## config.mk

```make
export PLATFORM = sky130hd
export DESIGN_NAME = rx_line_fetch_ctrl
export DESIGN_NICKNAME = d
export VERILOG_FILES = /design/src/rtl/rx_line_fetch_ctrl.sv
export SDC_FILE = /design/constraint.sdc
export NUM_CORES = 1
export LEC_CHECK = 0
export BUFFER_PORTS_ARGS = -buffer_cell sky130_fd_sc_hd__buf_2
export CAP_MARGIN = 10
export CELL_PAD_IN_SITES_DETAIL_PLACEMENT = 0
export CELL_PAD_IN_SITES_GLOBAL_PLACEMENT = 1
export CORE_AREA = 2 2 100 102
export DETAILED_ROUTE_END_ITERATION = 16
export DIE_AREA = 0 0 102 104
export PLACE_DENSITY = 0.83
export SETUP_SLACK_MARGIN = 0.4
export SLEW_MARGIN = 10
export SYNTH_ARGS = -nofsm -noshare
export SYNTH_HDL_FRONTEND = slang
export SYNTH_SLANG_ARGS = --single-unit
```

## constraint.sdc

```tcl
create_clock -name clk125 -period 5.3 [get_ports clk125]
set_input_delay 1.325 -clock clk125 [delete_from_list [all_inputs] [get_ports clk125]]
set_output_delay 1.325 -clock clk125 [all_outputs]
set_load 0.02 [all_outputs]
```

## src/rtl/rx_line_fetch_ctrl.sv

```systemverilog
// Read-side line sequencer for the receive video FIFO: drops stale entries, streams the
// requested line and pads missing pixels so every request yields exactly PIX_PER_LINE words.
module rx_line_fetch_ctrl #(
  parameter int          PIX_PER_LINE = 1280,
  parameter int          TIMEOUT      = 200,
  parameter logic [15:0] PAD_VALUE    = 16'h8010
) (
  input  logic        clk125,
  input  logic        sys_rst_n,
  input  logic        line_req,
  input  logic [10:0] line_num,
  input  logic [28:0] fifo_dout,
  input  logic        fifo_empty,
  output logic        fifo_rd_en,
  output logic [15:0] pix_data,
  output logic        pix_valid,
  output logic        line_done,
  output logic        busy,
  output logic        underrun,
  output logic [15:0] drop_cnt
);

  localparam logic [10:0] PIX_LAST = 11'(PIX_PER_LINE - 1);
  localparam logic [7:0]  TMO_LAST = 8'(TIMEOUT - 1);

  typedef enum logic [2:0] {IDLE, SEEK, STREAM, PAD, DONE} state_t;

  state_t      state;
  logic [10:0] target;
  logic [10:0] cnt;
  logic [7:0]  tmo;
  logic [10:0] diff;
  logic        head_match;
  logic        head_behind;
  logic        pop_drop;
  logic        pop_data;

  // Reserved and segment bits carry nothing this sequencer needs.
  logic unused_ctrl_bits;
  assign unused_ctrl_bits = ^fifo_dout[28:27];

  function automatic logic [15:0] sat_inc(input logic [15:0] v);
    return (v == 16'hFFFF) ? v : v + 16'd1;
  endfunction

  // Age of the head entry relative to the requested line, modulo the 2048-line space.
  always_comb begin
    diff        = target - fifo_dout[26:16];
    head_match  = (diff == 11'd0);
    head_behind = !diff[10] && !head_match;
    pop_drop    = (state == SEEK) && !fifo_empty && head_behind;
    pop_data    = (state == STREAM) && !fifo_empty && head_match;
    fifo_rd_en  = sys_rst_n && (pop_drop || pop_data);
  end

  always_ff @(posedge clk125) begin
    if (!sys_rst_n) begin
      state     <= IDLE;
      target    <= '0;
      cnt       <= '0;
      tmo       <= '0;
      pix_data  <= '0;
      pix_valid <= 1'b0;
      line_done <= 1'b0;
      busy      <= 1'b0;
      underrun  <= 1'b0;
      drop_cnt  <= '0;
    end else begin
      pix_valid <= 1'b0;
      line_done <= 1'b0;
      case (state)
        IDLE: begin
          if (line_req) begin
            target   <= line_num;
            cnt      <= '0;
            tmo      <= '0;
            underrun <= 1'b0;
            busy     <= 1'b1;
            state    <= SEEK;
          end
        end
        SEEK: begin
          if (fifo_empty) begin
            if (tmo == TMO_LAST) state <= PAD;
            else                 tmo   <= tmo + 8'd1;
          end else if (head_behind) begin
            drop_cnt <= sat_inc(drop_cnt);
            tmo      <= '0;
          end else if (head_match) begin
            tmo   <= '0;
            state <= STREAM;
          end else begin
            // Entry belongs to a later line; leave it in the FIFO.
            state <= PAD;
          end
        end
        STREAM: begin
          if (fifo_empty) begin
            if (tmo == TMO_LAST) state <= PAD;
            else                 tmo   <= tmo + 8'd1;
          end else if (head_match) begin
            pix_data  <= fifo_dout[15:0];
            pix_valid <= 1'b1;
            cnt       <= cnt + 11'd1;
            tmo       <= '0;
            if (cnt == PIX_LAST) state <= DONE;
          end else begin
            state <= PAD;
          end
        end
        PAD: begin
          pix_data  <= PAD_VALUE;
          pix_valid <= 1'b1;
          cnt       <= cnt + 11'd1;
          underrun  <= 1'b1;
          if (cnt == PIX_LAST) state <= DONE;
        end
        DONE: begin
          line_done <= 1'b1;
          busy      <= 1'b0;
          state     <= IDLE;
        end
        default: state <= IDLE;
      endcase
    end
  end

endmodule

```

==> results.md <==
* Hold crit path type: register to register
* Critical path's top delay family: simple AND/OR/NAND/NOR gates
* Initial core utilization at 39.3%
* Static Leakage at 1.90 nW
* Row Count at 36
* Sw Ratio at 30.4%
* Clk_skew at 0.0151 ns
* F_max at 208 MHz
* Syn avg cell area at 7.73 um2
* Share of layout cells above drive strength 1 at 21.6%
* Largest net degree at the start of global routing at 42
* Routed WL per cell at 13.2 um
* DR vias/cell at 5.24
* Hold_buf cts at 0
* Count of input and output buffers at 78
* Hold Violations, Final at 0
* Die area at 10,600 um2
* Area growth syn-to-layout at 22.0%
* Post-Route Utilization at 47.9%
* Number of synthesized flops with an enable pin at 0
* H-tree Lvls at 3
* Max cap viols at 0
* Reg2Reg Depth at 10
* Hold Startpoint: pix_data[9]
* Slowest CP cell: or4_4
* Total CTS buffers at 9
* Worst Hold Margin at 0.450 ns
* Initial DRT Pass Iterations at 4
* Cell mode on critical path: a21oi_4
* Delay of the slowest cell on the worst path at 0.52 ns
* Final-stage net count at 616
* Setup Crit Path Kind: input pin to output pin
* Tcrit/Tclk final at 90.8%
* Gate count of the mapped netlist at 485
* Root buf cell: clkbuf_8
* Critical-path maximum fanout at 6
* # DRC at 0
* Max-slew violation count at 0
* Global-route wire length before repair at 15.1 mm
* Buffers & Inverters on Critical Path at 3
* Setup-failing EPs final at 0
* Reg2Reg Setup Slack at 2.07 ns
* Num ports at 81
* Synth top area share at 36.8%
* Unique cell type count in the Yosys netlist at 57
* CP required at 3.97 ns
* ANT cells at 0
* Synthesized cell area at 3750 um2
* Longest Clk Path Bufs at 2
* Crit path capture type: output pin
* Internal power at 0.000982 W
* Outcome: complete, no violations
* Final wirelength at 9.18 mm
* Antenna Nets Post-Route at 0
* Final setup TNS at 0 ns
* CTS tree: built
* Clock power share at 36.6%
* Crit path DAT at 3.49 ns
* Remaining Overflow, GRT at 0
* Rel. slew slack at 32.8%
* Sequential share of power at 40.3%
* Net Switching at 0.000429 W
* RSZ-0062 raised after global routing: no
* Chip height at 104 um
* Total number of yosys warnings at 0
* Critical path startpoint category: input pin
* Register area share after synthesis at 36.8%
* Sinks on Clock Net at 69
* GRT Util Overall at 17.2%
* Hold Path End: pix_data[9]
* Syn nets at 542
* Minimum clock period at 4.81 ns
* Routability cong. at 0.842
* Initial antenna violation count at 0
* Post-synth top area cell: dfxtp_1
* Fin area at 4580 um2
* Placed instance count at 678
* Clk_lat worst skew at 0.34 ns
* Max VDD drop at 0.000148 V
* Clk slew on worst S/H paths at 0.07 ns
* Initial drt markers at 162
* Area of the core at 9550 um2
* CP Cell Sequence: buf_2 > inv_1 > ha_2 > and3_4 > a2111oi_0 > or4_4 > a31o_4 > a21oi_4 > nand3_2 > a21oi_4 > buf_4
* Final Non-Filler Cells at 697
* Vias in the first global route at 3,331
* Detailed-route via count at 3,652
* Worst hold stages at 2
* Synth area leaders: dfxtp_1 37%, nand2_1 8.1%, a21oi_1 6.9%
* Async SR Flop Fraction at 0%
* Main synth FF type: dfxtp_1
* Worst-Margin Slew at 0.995 ns
* Placed Area at 4260 um2
* Comb pwr share at 23.2%
* R2R Path End: cnt[0]
* R2r startpoint: target[1]
* #FFs+latches synth at 69
* Hpwl dp at 6.71 mm
* PwrDens at 308 nW/um2
* DIE WIDTH at 102 um
synthesized netlist by cell type, types with 2 or more instances:
| cell | count |
|---|---|
| xnor2_1 | 7 |
| buf_2 | 6 |
| clkbuf_1 | 15 |
| buf_4 | 2 |
| nand4_1 | 6 |
| o21ai_0 | 16 |
| nor2_1 | 30 |
| a21oi_1 | 52 |
| inv_1 | 21 |
| dfxtp_1 | 69 |
| and2_1 | 4 |
| nand2b_1 | 10 |
| o211ai_1 | 2 |
| a21o_1 | 6 |
| mux2_2 | 2 |
| nand3_1 | 35 |
| o31ai_1 | 2 |
| or3_1 | 7 |
| o31a_1 | 2 |
| o21bai_1 | 2 |
| nor2b_1 | 4 |
| a211o_1 | 4 |
| nand2_1 | 81 |
| or4_1 | 3 |
| a31oi_1 | 12 |
| o21a_1 | 6 |
| mux2i_1 | 7 |
| ha_1 | 13 |
| nor3_1 | 15 |
| and3_1 | 10 |
| a211oi_1 | 8 |
cells in the final DEF (no fill, tap or decap), drive strengths merged, types with 6 or more instances in the layout:
cell type and count:
o21a 6, and3 11, a211oi 8, or3 7
mux2i 7, nor2 30, ha 13, nand2 81
inv 21, nand3 35, nor3 15, o21ai 16
a21o 6, a21oi 54, xnor2 7, a31oi 13
nand4 6, nand2b 10, clkbuf 10, dfxtp 69
buf 86
how the worst max path moves through the flow:
| stage | from | to | depth (start not counted) |
|---|---|---|---|
| 2_1_floorplan | fifo_dout[17] | fifo_rd_en | 11 |
| 3_3_place_gp | fifo_dout[24] | fifo_rd_en | 11 |
| 3_5_place_dp | fifo_dout[24] | fifo_rd_en | 11 |
| 4_1_cts | fifo_dout[24] | fifo_rd_en | 11 |
| 5_1_grt | fifo_dout[17] | fifo_rd_en | 11 |
| 6_report | fifo_dout[23] | fifo_rd_en | 11 |
layer usage:
metal  share of wire (%)  global-route usage [%]  vias to the layer above
li1                    -                       -                     1876
met1                  47                    21.7                     1682
met2                  48                    29.4                       87
met3                 4.3                    3.83                        7
met4                0.82                    4.29                        0
met5                   0                       0                        -
per-stage QoR:
stage / setup slack (ns) / total power, W
4_1_cts: 0.421 / 0.00141
5_1_grt: 0.399 / 0.00149
3_3_place_gp: 0.360 / 0.000889
3_5_place_dp: 0.351 / 0.000895
2_1_floorplan: 0.422 / 0.000815
6_report: 0.489 / 0.00141
registers in the layout (all words and copies together) (netlist names):
signal,count
pix_valid,1
tmo,8
cnt,11
target,11
pix_data,16
state,3
busy,1
line_done,1
drop_cnt,16
underrun,1
timing repair:
item,4_1_cts,5_1_grt
setup buffers,0,3
resized for setup,1,11
pin swaps,0,2
endpoints found under the setup margin,1,1
kinds of logic (layout without fill, tap and decap cells):
kind of cell | Yosys count | count (layout) | share of synthesized area [%]
AO/OA/AOI/OAI | 130 | 130 | 22.9
XOR/XNOR | 8 | 8 | 1.87
adder cells (fa/ha/maj) | 13 | 13 | 4.34
buffers and inverters | 44 | 123 | 4.80
flip-flops | 69 | 69 | 36.8
multiplexers | 9 | 9 | 2.47
AND/OR/NAND/NOR | 212 | 212 | 26.8
layout make-up:
class,instances,area (um2)
clock buffers,10,128
well taps,133,166
multi-input cells,372,2260
fillers,961,4970
clock inverters,6,111
flip-flops and latches,69,1380
inverters,21,78.8
repair buffers,86,453
worst reg2reg max path, cell delays in order (launching register included):
cell      delay (ns)
dfxtp_1         0.33
ha_1            0.28
nor2b_1         0.16
o31a_1          0.30
a2111o_1        0.40
a21oi_1         0.11
and4_1          0.29
buf_4           0.23
and3_1          0.56
nor3_1          0.16
mux2_2          0.29
power groups by stage:
stage	clock network [W]	logic [W]	registers, W
2_1_floorplan	0	0.000239	0.000576
3_3_place_gp	0	0.000310	0.000578
3_5_place_dp	0	0.000315	0.000580
4_1_cts	0.000527	0.000317	0.000568
5_1_grt	0.000550	0.000367	0.000572
6_report	0.000515	0.000326	0.000568
(Power assumes the default switching activity.)
